<file path="config.mk">
export PLATFORM = sky130hd
export DESIGN_NAME = vga_timing_core
export DESIGN_NICKNAME = d
export VERILOG_FILES = /design/src/rtl/vga_timing_core.sv
export SDC_FILE = /design/constraint.sdc
export NUM_CORES = 1
export LEC_CHECK = 0
export ABC_AREA = 1
export ABC_CLOCK_PERIOD_IN_PS = 1300
export BUFFER_PORTS_ARGS = -buffer_cell sky130_fd_sc_hd__buf_2
export CORE_MARGIN = 3
export CORE_UTILIZATION = 50
export DETAILED_ROUTE_END_ITERATION = 12
export GPL_ROUTABILITY_DRIVEN = 0
export PLACE_DENSITY = 0.73
export SYNTH_ARGS = -nofsm -noshare
export SYNTH_HDL_FRONTEND = slang
export SYNTH_SLANG_ARGS = --single-unit
</file>
<file path="constraint.sdc">
create_clock -name clk_pixel -period 1.3 [get_ports clk_pixel]
set_input_delay 0.13 -clock clk_pixel [delete_from_list [all_inputs] [get_ports clk_pixel]]
set_output_delay 0.13 -clock clk_pixel [all_outputs]
set_load 0.1 [all_outputs]
</file>
<file path="src/rtl/vga_timing_core.sv">
// vga_timing_core
//   Parametrised raster timing generator. Two free-running counters (hc, vc)
//   walk the full line/frame including blanking; every output is registered.
//   Sync and video_on additionally pass through a PIPE_DELAY-stage delay line
//   so they stay aligned with a downstream pixel pipeline of known latency.
//
// Ports
//   clk_pixel    in   pixel clock
//   reset_n      in   asynchronous active-low reset, released synchronously
//   enable       in   run counters; low parks the raster at the origin
//   x, y         out  registered horizontal / vertical count
//   pixel_active out  inside visible area, aligned with x/y
//   line_start   out  one-clock pulse at x==0
//   frame_start  out  one-clock pulse at x==0, y==0
//   h_sync       out  horizontal sync at H_SYNC_POL, delayed by PIPE_DELAY
//   v_sync       out  vertical sync at V_SYNC_POL, delayed by PIPE_DELAY
//   video_on     out  pixel_active delayed by PIPE_DELAY
//   v_blank      out  inside vertical blanking, aligned with x/y
module vga_timing_core #(
  parameter int unsigned H_ACTIVE   = 640,
  parameter int unsigned H_FRONT    = 16,
  parameter int unsigned H_SYNC     = 96,
  parameter int unsigned H_BACK     = 48,
  parameter int unsigned V_ACTIVE   = 480,
  parameter int unsigned V_FRONT    = 10,
  parameter int unsigned V_SYNC     = 2,
  parameter int unsigned V_BACK     = 33,
  parameter bit          H_SYNC_POL = 1'b0,
  parameter bit          V_SYNC_POL = 1'b0,
  parameter int unsigned PIPE_DELAY = 2,
  localparam int unsigned H_TOTAL   = H_ACTIVE + H_FRONT + H_SYNC + H_BACK,
  localparam int unsigned V_TOTAL   = V_ACTIVE + V_FRONT + V_SYNC + V_BACK,
  localparam int unsigned HW        = $clog2(H_TOTAL),
  localparam int unsigned VW        = $clog2(V_TOTAL)
) (
  input  logic          clk_pixel,
  input  logic          reset_n,
  input  logic          enable,
  output logic [HW-1:0] x,
  output logic [VW-1:0] y,
  output logic          pixel_active,
  output logic          line_start,
  output logic          frame_start,
  output logic          h_sync,
  output logic          v_sync,
  output logic          video_on,
  output logic          v_blank
);

  localparam int unsigned H_SYNC_START = H_ACTIVE + H_FRONT;
  localparam int unsigned H_SYNC_END   = H_SYNC_START + H_SYNC;
  localparam int unsigned V_SYNC_START = V_ACTIVE + V_FRONT;
  localparam int unsigned V_SYNC_END   = V_SYNC_START + V_SYNC;

  localparam logic [HW-1:0] H_LAST = HW'(H_TOTAL - 1);
  localparam logic [VW-1:0] V_LAST = VW'(V_TOTAL - 1);
  localparam logic [HW-1:0] H_ZERO = {HW{1'b0}};
  localparam logic [VW-1:0] V_ZERO = {VW{1'b0}};

  // Idle level of the {h_sync, v_sync, video_on} bundle.
  localparam logic [2:0] DLY_RST = {~H_SYNC_POL, ~V_SYNC_POL, 1'b0};

  logic [HW-1:0] hc_q, hc_d;
  logic [VW-1:0] vc_q, vc_d;

  logic [31:0] hc_ext_d, vc_ext_d;
  logic        h_act_d, v_act_d;
  logic        hs_raw_d, vs_raw_d;
  logic        pixel_active_d, v_blank_d;
  logic        line_start_d, frame_start_d;
  logic        h_sync_d, v_sync_d;

  logic [HW-1:0] x_q;
  logic [VW-1:0] y_q;
  logic          pixel_active_q, v_blank_q, line_start_q, frame_start_q;
  logic          h_sync_q, v_sync_q, video_on_q;

  // Counter next-state: dropping enable parks both counters at the origin so
  // the next run always begins with a fresh frame.
  always_comb begin
    hc_d = hc_q;
    vc_d = vc_q;
    if (!enable) begin
      hc_d = H_ZERO;
      vc_d = V_ZERO;
    end else if (hc_q == H_LAST) begin
      hc_d = H_ZERO;
      if (vc_q == V_LAST) begin
        vc_d = V_ZERO;
      end else begin
        vc_d = vc_q + VW'(1);
      end
    end else begin
      hc_d = hc_q + HW'(1);
    end
  end

  // Counter registers.
  always_ff @(posedge clk_pixel or negedge reset_n) begin
    if (!reset_n) begin
      hc_q <= H_ZERO;
      vc_q <= V_ZERO;
    end else begin
      hc_q <= hc_d;
      vc_q <= vc_d;
    end
  end

  // Region decode from the current counts. Compares are done at 32 bits so a
  // region bound equal to the total never wraps in the counter width.
  always_comb begin
    hc_ext_d       = 32'(hc_q);
    vc_ext_d       = 32'(vc_q);
    h_act_d        = (hc_ext_d < H_ACTIVE);
    v_act_d        = (vc_ext_d < V_ACTIVE);
    hs_raw_d       = (hc_ext_d >= H_SYNC_START) && (hc_ext_d < H_SYNC_END);
    vs_raw_d       = (vc_ext_d >= V_SYNC_START) && (vc_ext_d < V_SYNC_END);
    pixel_active_d = h_act_d && v_act_d;
    v_blank_d      = !v_act_d;
    // Strobes are gated by enable so nothing pulses while parked.
    line_start_d   = enable && (hc_q == H_ZERO);
    frame_start_d  = enable && (hc_q == H_ZERO) && (vc_q == V_ZERO);
    // asserted XNOR polarity: active level equals the polarity bit.
    h_sync_d       = ~(hs_raw_d ^ H_SYNC_POL);
    v_sync_d       = ~(vs_raw_d ^ V_SYNC_POL);
  end

  // Output register stage, one clock behind the counters.
  always_ff @(posedge clk_pixel or negedge reset_n) begin
    if (!reset_n) begin
      x_q            <= H_ZERO;
      y_q            <= V_ZERO;
      pixel_active_q <= 1'b0;
      v_blank_q      <= 1'b0;
      line_start_q   <= 1'b0;
      frame_start_q  <= 1'b0;
      h_sync_q       <= ~H_SYNC_POL;
      v_sync_q       <= ~V_SYNC_POL;
      video_on_q     <= 1'b0;
    end else begin
      x_q            <= hc_q;
      y_q            <= vc_q;
      pixel_active_q <= pixel_active_d;
      v_blank_q      <= v_blank_d;
      line_start_q   <= line_start_d;
      frame_start_q  <= frame_start_d;
      h_sync_q       <= h_sync_d;
      v_sync_q       <= v_sync_d;
      video_on_q     <= pixel_active_d;
    end
  end

  assign x            = x_q;
  assign y            = y_q;
  assign pixel_active = pixel_active_q;
  assign v_blank      = v_blank_q;
  assign line_start   = line_start_q;
  assign frame_start  = frame_start_q;

  generate
    if (PIPE_DELAY == 0) begin : g_no_dly
      assign h_sync   = h_sync_q;
      assign v_sync   = v_sync_q;
      assign video_on = video_on_q;
    end else begin : g_dly
      logic [2:0] dly_q [PIPE_DELAY];

      // Shift {h_sync, v_sync, video_on} through PIPE_DELAY stages; every
      // stage resets to the idle sync level so no false pulse escapes.
      always_ff @(posedge clk_pixel or negedge reset_n) begin
        if (!reset_n) begin
          for (int i = 0; i < int'(PIPE_DELAY); i++) begin
            dly_q[i] <= DLY_RST;
          end
        end else begin
          dly_q[0] <= {h_sync_q, v_sync_q, video_on_q};
          for (int i = 1; i < int'(PIPE_DELAY); i++) begin
            dly_q[i] <= dly_q[i-1];
          end
        end
      end

      assign {h_sync, v_sync, video_on} = dly_q[PIPE_DELAY-1];
    end
  endgenerate

endmodule

</file>
**Word-level counts from Yosys, hierarchy flattened**

Index checks and enable logic that the tools add are counted.

- Register bits after elaboration: 52
- Input bits: 3
- Output and inout port bits: 27
- Logic and storage cells: 38

- Add/subtract/negate cells: 2
- Order comparisons: 6
- Eq/ne operators: 3
- Mux-type cells: 5
- Bitwise operators: 2
- Reduce and logical (&&, ||, !) cells: 8

Operator list:

| operator | number |
|---|---|
| $mux W10 | 5 |
| $add A10 B1 Y10 const B | 2 |
| $eq A10 B10 Y1 const B | 2 |
| $logic_not A10 Y1 | 2 |
| $lt A10 B10 Y1 const B | 2 |
| $lt A10 B9 Y1 const B | 2 |
| $ge A10 B10 Y1 const B | 1 |
| $ge A10 B9 Y1 const B | 1 |
| $logic_and A1 B1 Y1 | 5 |
| $ne A2 B1 Y1 const B | 1 |
| $not A1 Y1 | 2 |
| $logic_not A1 Y1 | 1 |

**Longest topological paths before layout**

Gate-level depths: netlist of run 1.

- Word-level depth: 4
- Depth in mapped cells: 9
- Depth with buffers taken out: 9

**Worst setup path before layout of run 1**

Ideal clock, no wire load.

- Path kind: register to register
- From: register vc_q[0]
- To: register vc_q[9]
- Library setup time: 0.119 ns
- Data arrival time: 1.188 ns
- Data required time: 1.181 ns
- Setup slack: -0.007 ns
- Stages on the path, launching flop included: 10
- Buffers on the path: 0
- Clock period less this slack: 1.307 ns
- Cell sequence: dfrtp_1 -> inv_1 -> ha_1 -> inv_1 -> nor2_1 -> nand4_1 -> nand2_1 -> nand2_1 -> nand2_1 -> nor2_1

- Cells in the longest elaborated chain, start to end: 4
- Elaborated cells between the ends (all ways): 5
- Classes of those cells: add/sub (1); eq/ne (1); mux (3)

Ends and longest elaborated chain:

| what | RTL line | RTL |
|---|---|---|
| start, declared | 64 | `logic [VW-1:0] vc_q, vc_d;` |
| start signal, assigned | 105 | `vc_q <= vc_d;` |
| $add A10 B1 Y10 / $eq A10 B10 Y1 (equally long branches) | 91, 88 |  |
| $mux W10 (*) | 88 | `if (vc_q == V_LAST) begin` |
| $mux W10 (*) | 86 | `end else if (hc_q == H_LAST) begin` |
| $mux W10 (*) | 83 | `if (!enable) begin` |

Mark *: on every way between the ends. The rest lies on a longest branch, timed or not. The select of a mux whose other input is x is not followed.
A chain may end at the register's enable or synchronous reset.

**Worst setup path after layout of run 1**

- From: register hc_q[0]
- To: register vc_q[0]

- Cells in the longest elaborated chain, start to end: 2

Ends and longest elaborated chain:

| what | RTL line | RTL |
|---|---|---|
| start, declared | 63 | `logic [HW-1:0] hc_q, hc_d;` |
| start signal, assigned | 101 | `hc_q <= H_ZERO;` |
| start signal, assigned | 104 | `hc_q <= hc_d;` |
| $eq A10 B10 Y1 | 86 |  |
| $ne A2 B1 Y1 (no line) | -- |  |

No other way between the ends.

==> insert_results.sql, run 1 <==
INSERT INTO impl_metrics (metric_group, metric, value, unit) VALUES
('status', 'status', 'finished, violations left', ''),
('status', 'failed_checks', 'setup timing', ''),
('worst_setup_path', 'setup.worst_path.class', 'flip-flop to flip-flop', ''),
('worst_hold_path', 'hold_path.startpoint', 'enable', ''),
('cts', 'insertion_delay', '310', 'ps'),
('layout', 'utilization', '0.711', ''),
('worst_setup_path', 'cp-startpoint', 'hc_q[0]$_DFF_PN0_', ''),
('timing', 'rsz0062_at_grt', 'true', ''),
('power_and_ir_drop', 'power_switching', '0.714', 'mW'),
('job', 'max_cap_viol_count', '0', ''),
('logic_synthesis', 'synth-seq-cells', '52', ''),
('cts', 'cts_tree', 'done', ''),
('power_and_ir_drop', 'power.static_leakage', '1.49', 'nW'),
('timing', 'post-route-period-util', '1.06', ''),
('power_and_ir_drop', 'cellInternalPower', '2.07', 'mW'),
('logic_synthesis', 'ys_warn_count', '0', ''),
('timing', 'timing_limited_maximum_frequency', '0.724', 'GHz'),
('power_and_ir_drop', 'clock_power_share', '0.310', ''),
('worst_setup_path', 'crit_path_start_kind', 'flip-flop', ''),
('placement', 'count_of_port_buffers_added_during_placement', '29', ''),
('layout', 'layout-area-overhead-vs-synth', '34.6', '%'),
('routing', 'first_iter_violations', '135', ''),
('routing', 'drcViolationCount', '0', ''),
('power_and_ir_drop', 'netSwitchingFraction', '0.257', ''),
('worst_setup_path', 'arrival', '1580', 'ps'),
('timing', 'relSlewSlack', '0.677', ''),
('timing', 'clock_skew', '5.22', 'ps'),
('logic_synthesis', 'synth.area.top_cells', 'dfrtp_1, nand2_1, dfstp_2', ''),
('logic_synthesis', 'yosysUniqueCellTypes', '25', ''),
('worst_setup_path', 'crit-reg2reg-launch', 'hc_q[0]$_DFF_PN0_', ''),
('grt', 'via_count_of_the_first_global_routing_pass', '1583', ''),
('power_and_ir_drop', 'power_density', '963', 'nW/um^2'),
('layout', 'drive_above_1_share', '0.389', ''),
('placement', 'dp_worst_slack', '-63.2', 'ps'),
('cts', 'clk_root_buffer_cell', 'clkbuf_8', ''),
('logic_synthesis', 'syn-mean-instance-area', '9.48', 'um^2'),
('logic_synthesis', 'syn-cell-area', '2140', 'um^2'),
('floorplan', 'core-area', '4060', 'um^2'),
('layout', 'num_antenna_cells', '0', ''),
('floorplan', 'die_width', '71.5', 'um'),
('logic_synthesis', 'synthCells', '226', ''),
('placement', 'numPlacedInstances', '321', ''),
('grt', 'global_route.overflow_total', '0', ''),
('logic_synthesis', 'synth_seq_area_share', '0.611', ''),
('cts', 'cts_max_level', '2', ''),
('placement', 'detailed_place_hpwl', '2880', 'um'),
('routing', 'antenna_violating_nets_left', '0', ''),
('layout', 'footprint_of_the_multi_input_gates', '868', 'um^2'),
('routing', 'finalWirelength', '4780', 'um'),
('layout', 'layout.cell_area.non_filler', '2890', 'um^2'),
('grt', 'global_route.usage.total', '0.186', ''),
('logic_synthesis', 'yosys.area.top_type', 'dfrtp_1', ''),
('timing', 'tightestPinTransition', '488', 'ps'),
('timing', 'timing.final.setup_violations', '11', ''),
('layout', 'sequential_cell_area', '1310', 'um^2'),
('floorplan', 'num_rows', '23', ''),
('floorplan', 'top_level_ports', '30', ''),
('floorplan', 'die_height', '71.5', 'um'),
('routing', 'routedWlPerCell', '14.1', 'um'),
('floorplan', 'dieArea', '5110', 'um^2'),
('timing', 'finalCriticalPeriod', '1380', 'ps'),
('grt', 'largest_net_degree_at_the_start_of_global_routing', '53', ''),
('cts', 'clk_pin_slew', '90', 'ps'),
('timing', 'final_critical_path_setup_slack', '-81.2', 'ps'),
('grt', 'antenna_found_initial', '0', ''),
('cts', 'cts_inserted_buffers', '5', ''),
('timing', 'number_of_pins_with_negative_max_slew_slack_in_the_final_report', '0', ''),
('placement', 'placement.cell_area', '2520', 'um^2'),
('floorplan', 'initial_utilization', '0.528', ''),
('worst_setup_path', 'critical_path.max_fanout', '9', ''),
('power_and_ir_drop', 'pwr-share-seq', '0.594', '');
## final timing paths
| kind | slack, ps | end | depth (start not counted) |
|---|---|---|---|
| setup / recovery | -80 | vc_q[0]$_DFFE_PN0P_ | 7 |
| hold / removal | 200 | hc_q[4]$_DFF_PN0_ | 3 |
| setup reg to reg | -80 | vc_q[0]$_DFFE_PN0P_ | 7 |
| hold reg to reg | 360 | g_dly.dly_q[4]$_DFF_PN1_ | 0 |
| max in group asynchronous | 690 | v_sync$_DFF_PN1_ | 3 |
| min in group asynchronous | 330 | x[6]$_DFF_PN0_ | 3 |
## final cells by class
| type | instances | share of cell area |
|---|---|---|
| flip-flops and latches | 52 | 0.454 |
| multi-input cells | 138 | 0.301 |
| repair buffers | 61 | 0.156 |
| inverters | 30 | 0.0399 |
| clock buffers | 5 | 0.0239 |
| well taps | 50 | 0.0217 |
| clock inverters | 2 | 0.00434 |
## Yosys cell counts
| library cell | n |
|---|---|
| nand2_1 | 50 |
| dfrtp_1 | 46 |
| inv_1 | 30 |
| nor2_1 | 26 |
| nand3_1 | 17 |
| nand4_1 | 12 |
| dfstp_2 | 6 |
| nor3_1 | 6 |
| a21oi_1 | 4 |
| buf_2 | 4 |
| ha_1 | 4 |
| nor2_2 | 3 |
| nor3b_1 | 3 |
| o21bai_1 | 3 |
| o211ai_1 | 2 |
| buf_4 | 1 |
| buf_6 | 1 |
| clkbuf_2 | 1 |
| nand2_2 | 1 |
| nand2_4 | 1 |
| nand3_2 | 1 |
| nand3b_1 | 1 |
| o21ai_0 | 1 |
| o21ai_1 | 1 |
| xor2_1 | 1 |
## cells in the final DEF (no fill, tap or decap), types with 2 or more instances in the layout
master    count
o211ai_1      2
nor3b_1       2
inv_2         4
nand3_1      10
buf_2        27
nor3_2        4
nor3_1        2
nor2_1       20
nand2_4       2
dfrtp_1      46
clkbuf_8      5
nor2_2        5
a21oi_1       3
buf_6         3
nand2_1      46
nand4_1      12
o21bai_1      3
nand2_2       4
ha_4          3
nor2_4        4
buf_12        3
nand3_4       2
inv_1        25
buf_4        26
dfstp_2       6
nand3_2       6
## logic make-up (layout without fill, tap and decap cells)
group | count (synthesis) | count (layout) | synth area share
AND/OR/NAND/NOR | 121 | 122 | 0.257
XOR/XNOR | 1 | 1 | 0.00409
flip-flops | 52 | 52 | 0.611
adder cells (fa/ha/maj) | 4 | 4 | 0.0234
buffers and inverters | 37 | 98 | 0.0730
AO/OA/AOI/OAI | 11 | 11 | 0.0315
## per-stage QoR
| stage | TNS [ps] | total power [mW] |
|---|---|---|
| 2_1_floorplan | 0 | 1.83 |
| 3_3_place_gp | -16.4 | 1.90 |
| 3_5_place_dp | -156 | 1.90 |
| 4_1_cts | -153 | 2.77 |
| 5_1_grt | -1410 | 2.89 |
| 6_report | -484 | 2.78 |
## worst max-delay path, stage by stage, from the launching register on
cell	delay, ps
dfrtp_1	420
ha_4	170
nand3_4	110
nor2_4	140
nand2_4	110
buf_8	170
nand3_1	80
nand2_1	70
## flip-flops by register name, indices dropped and copies added, names as in the netlist
signal,cells
hc_q,10
y,10
v_sync_q,1
g_dly.dly_q,3
video_on,1
v_blank,1
frame_start,1
h_sync_q,1
line_start,1
v_sync,1
vc_q,10
h_sync,1
video_on_q,1
x,10
## what timing repair did
action / 4_1_cts / 5_1_grt
resized for setup: 9 / 40
hold buffers: 1 / 0
gates cloned: 0 / 1
setup buffers: 5 / 3
endpoints found under the hold margin: 46 / 0
pin swaps: 8 / 16
endpoints found under the setup margin: 12 / 20
## layer usage
metal  routed length, um  vias up  part of all wire  track usage
li1                    -      835                 -            -
met5                   0        -                 0            0
met1                2050      864              0.43        0.267
met4                 112        0             0.023       0.0731
met2                2330       68              0.49        0.276
met3                 285       13             0.060       0.0435
## power by group through the flow
stage	Combinational, mW	Clock, mW	Sequential (mW)
floorplan	0.0452	0	1.78
global placement	0.224	0	1.68
detailed placement	0.227	0	1.68
CTS	0.235	0.891	1.65
global route	0.287	0.945	1.65
finish	0.266	0.862	1.65
(Power assumes the default switching activity.)
==> inputs of run 2 (changes only) <==
- CORE_MARGIN: 3 -> 2
- CTS_CLUSTER_SIZE: not set -> 25
- RECOVER_POWER: not set -> 100
==> run 2 against run 1 <==
Effect of this change:
- combinational power shrank 9.4%
- sequential cell count is the same
- global-route usage shrank 0.12 points
- design area shrank 2.0%
- first-iteration DRC count shrank 11%
- critical endpoint is now vc_q[9]$_DFFE_PN0P_
- clock power grew 7.7%
- non-clock buffer count shrank 4
- the run still ends with setup timing left
- via count shrank 2.6%
- total power grew 1.4%
- register-to-register slack is essentially flat
==> insert_results.sql, run 2 (same netlist as run 1, synthesis figures left out) <==
INSERT INTO impl_metrics (metric_group, metric, value, unit) VALUES
('status', 'status', 'finished, violations left', ''),
('status', 'failed_checks', 'setup timing', ''),
('power_and_ir_drop', 'netSwitchingFraction', '0.248', ''),
('grt', 'global_route.usage.total', '0.185', ''),
('worst_setup_path', 'required_time_at_the_worst_slack_endpoint', '1500', 'ps'),
('layout', 'commonest_cells_after_routing_fill_and_taps_aside', 'nand2_1, dfrtp_1, inv_1, buf_2', ''),
('power_and_ir_drop', 'power_density', '997', 'nW/um^2'),
('power_and_ir_drop', 'power_switching', '0.698', 'mW'),
('grt', 'via_count_of_the_first_global_routing_pass', '1492', ''),
('timing', 'timing.final.setup_violations', '12', ''),
('timing', 'report.final.hold_viol_count', '0', ''),
('cts', 'cts_inserted_buffers', '5', ''),
('cts', 'clk_path_buf_depth', '2', ''),
('placement', 'detailed_place_hpwl', '2800', 'um'),
('floorplan', 'initial_utilization', '0.528', ''),
('cts', 'number_of_sinks_driven_by_the_clock_tree', '52', ''),
('placement', 'numPlacedInstances', '319', ''),
('power_and_ir_drop', 'clock_power_share', '0.329', ''),
('timing', 'fin_worst_hold_slack', '231', 'ps'),
('timing', 'relSlewSlack', '0.677', ''),
('routing', 'first_iter_violations', '120', ''),
('grt', 'antenna_found_initial', '0', ''),
('power_and_ir_drop', 'overall_power', '2.82', 'mW'),
('floorplan', 'die_width', '69.5', 'um'),
('worst_setup_path', 'worst_setup_path_end_kind', 'flip-flop', ''),
('floorplan', 'num_rows', '23', ''),
('grt', 'global_route.overflow_total', '0', ''),
('floorplan', 'die_height', '69.5', 'um'),
('layout', 'layout-area-overhead-vs-synth', '32.0', '%'),
('worst_hold_path', 'min-delay-path-class', 'primary input to flip-flop', ''),
('timing', 'finalCriticalPeriod', '1370', 'ps'),
('routing', 'via_count', '1733', ''),
('worst_setup_path', 'setup.worst_path.class', 'flip-flop to flip-flop', ''),
('cts', 'clk_root_buffer_cell', 'clkbuf_8', ''),
('layout', 'design.final.nets', '291', ''),
('worst_setup_path', 'crit-reg2reg-launch', 'hc_q[0]$_DFF_PN0_', ''),
('routing', 'finalWirelength', '4610', 'um'),
('placement', 'dp_worst_slack', '-68.0', 'ps'),
('worst_setup_path', 'cp-startpoint', 'hc_q[0]$_DFF_PN0_', ''),
('timing', 'rsz0062_at_grt', 'true', ''),
('routing', 'routedWlPerCell', '13.8', 'um'),
('cts', 'cts_tree', 'done', ''),
('worst_setup_path', 'crit_path_start_kind', 'flip-flop', ''),
('cts', 'clk_pin_slew', '90', 'ps'),
('power_and_ir_drop', 'power.static_leakage', '1.48', 'nW'),
('floorplan', 'top_level_ports', '30', ''),
('layout', 'layout_commonest_cell', 'nand2_1', ''),
('worst_hold_path', 'hold_path.startpoint', 'enable', ''),
('power_and_ir_drop', 'comb_power_share', '0.086', ''),
('layout', 'drive_above_1_share', '0.344', ''),
('routing', 'detailedRoute.firstPassIterationCount', '4', ''),
('layout', 'num_antenna_cells', '0', ''),
('grt', 'largest_net_degree_at_the_start_of_global_routing', '53', ''),
('routing', 'antenna_violating_nets_left', '0', ''),
('grt', 'grt_first_pass_wirelength', '6990', 'um'),
('worst_setup_path', 'critical_path.max_fanout', '8', ''),
('routing', 'drcViolationCount', '0', ''),
('timing', 'number_of_pins_with_negative_max_slew_slack_in_the_final_report', '0', ''),
('routing', 'vias_per_cell', '5.17', ''),
('job', 'max_cap_viol_count', '0', ''),
('timing', 'post-route-period-util', '1.05', ''),
('worst_setup_path', 'arrival', '1570', 'ps'),
('timing', 'tightestPinTransition', '487', 'ps'),
('timing', 'timing_limited_maximum_frequency', '0.729', 'GHz'),
('power_and_ir_drop', 'vdd_ir_drop_max', '0.522', 'mV'),
('placement', 'count_of_port_buffers_added_during_placement', '29', ''),
('layout', 'final.fill_count', '265', ''),
('floorplan', 'core-area', '4060', 'um^2'),
('cts', 'cts_max_level', '2', ''),
('layout', 'finalNonFillerCells', '335', ''),
('cts', 'insertion_delay', '310', 'ps'),
('floorplan', 'dieArea', '4830', 'um^2'),
('power_and_ir_drop', 'pwr-share-seq', '0.585', ''),
('timing', 'setup_tns', '-337', 'ps'),
('timing', 'clock_skew', '7.26', 'ps'),
('timing', 'final_critical_path_setup_slack', '-71.5', 'ps'),
('power_and_ir_drop', 'cellInternalPower', '2.12', 'mW');
-- run 2: changes by cell type in the layout (fill, tap and decap cells not counted), sizes merged --
cell    before  now
clkbuf       5    8
buf         60   55
clkinv       1    0
-- run 2: routing by layer --
layer / GRT usage / wire, um
met3: 0.0334 / 275
met5: 0 / 0
met2: 0.278 / 2280
met4: 0.0915 / 97
met1: 0.260 / 1960
-- run 2: power by group through the flow --
stage / clock (mW) / sequential, mW / combinational, mW
5_1_grt: 1.02 / 1.65 / 0.258
3_5_place_dp: 0 / 1.68 / 0.229
2_1_floorplan: 0 / 1.78 / 0.0452
4_1_cts: 0.951 / 1.65 / 0.238
3_3_place_gp: 0 / 1.68 / 0.227
6_report: 0.928 / 1.65 / 0.241
-- run 2: final cells by class --
class / instances / area, um^2 / area share
multi-input combinational: 138 / 812 / 0.287
clock inverter: 1 / 7.51 / 0.00265
clock buffer: 7 / 86.3 / 0.0305
inverter: 30 / 113 / 0.0398
tap: 50 / 62.6 / 0.0221
sequential: 52 / 1310 / 0.463
timing repair buffer: 57 / 438 / 0.155
-- run 2: worst max-delay path: stages, from the launching register on --
cell and delay [ps]:
dfrtp_1 400, ha_4 180, nand3_4 110, nor2_4 120, nand2_4 120, nand2_8 140, nand2_1 70, nand2_1 80
nor2_1 40
-- run 2: through the flow --
step           utilization  area [um^2]
2_1_floorplan            -         2140
3_3_place_gp         0.621         2520
3_5_place_dp         0.621         2520
4_1_cts              0.659         2680
5_1_grt              0.697         2830
6_report             0.697         2830
-- run 2: what timing repair did --
action	CTS	global route
gates resized for setup	7	23
hold endpoints to repair	46	0
pin swaps	2	8
hold buffers	1	0
setup buffers	1	4
cloned	1	1
endpoints found under the setup margin	13	18
-- run 2: final timing paths --
path | endpoint | slack [ps] | cells after the start
setup / recovery | vc_q[9]$_DFFE_PN0P_ | -70 | 8
setup reg to reg | vc_q[9]$_DFFE_PN0P_ | -70 | 8
hold / removal | vc_q[7]$_DFFE_PN0P_ | 230 | 3
max in group asynchronous | v_sync$_DFF_PN1_ | 670 | 3
hold reg to reg | g_dly.dly_q[4]$_DFF_PN1_ | 360 | 0
min in group asynchronous | x[2]$_DFF_PN0_ | 350 | 3
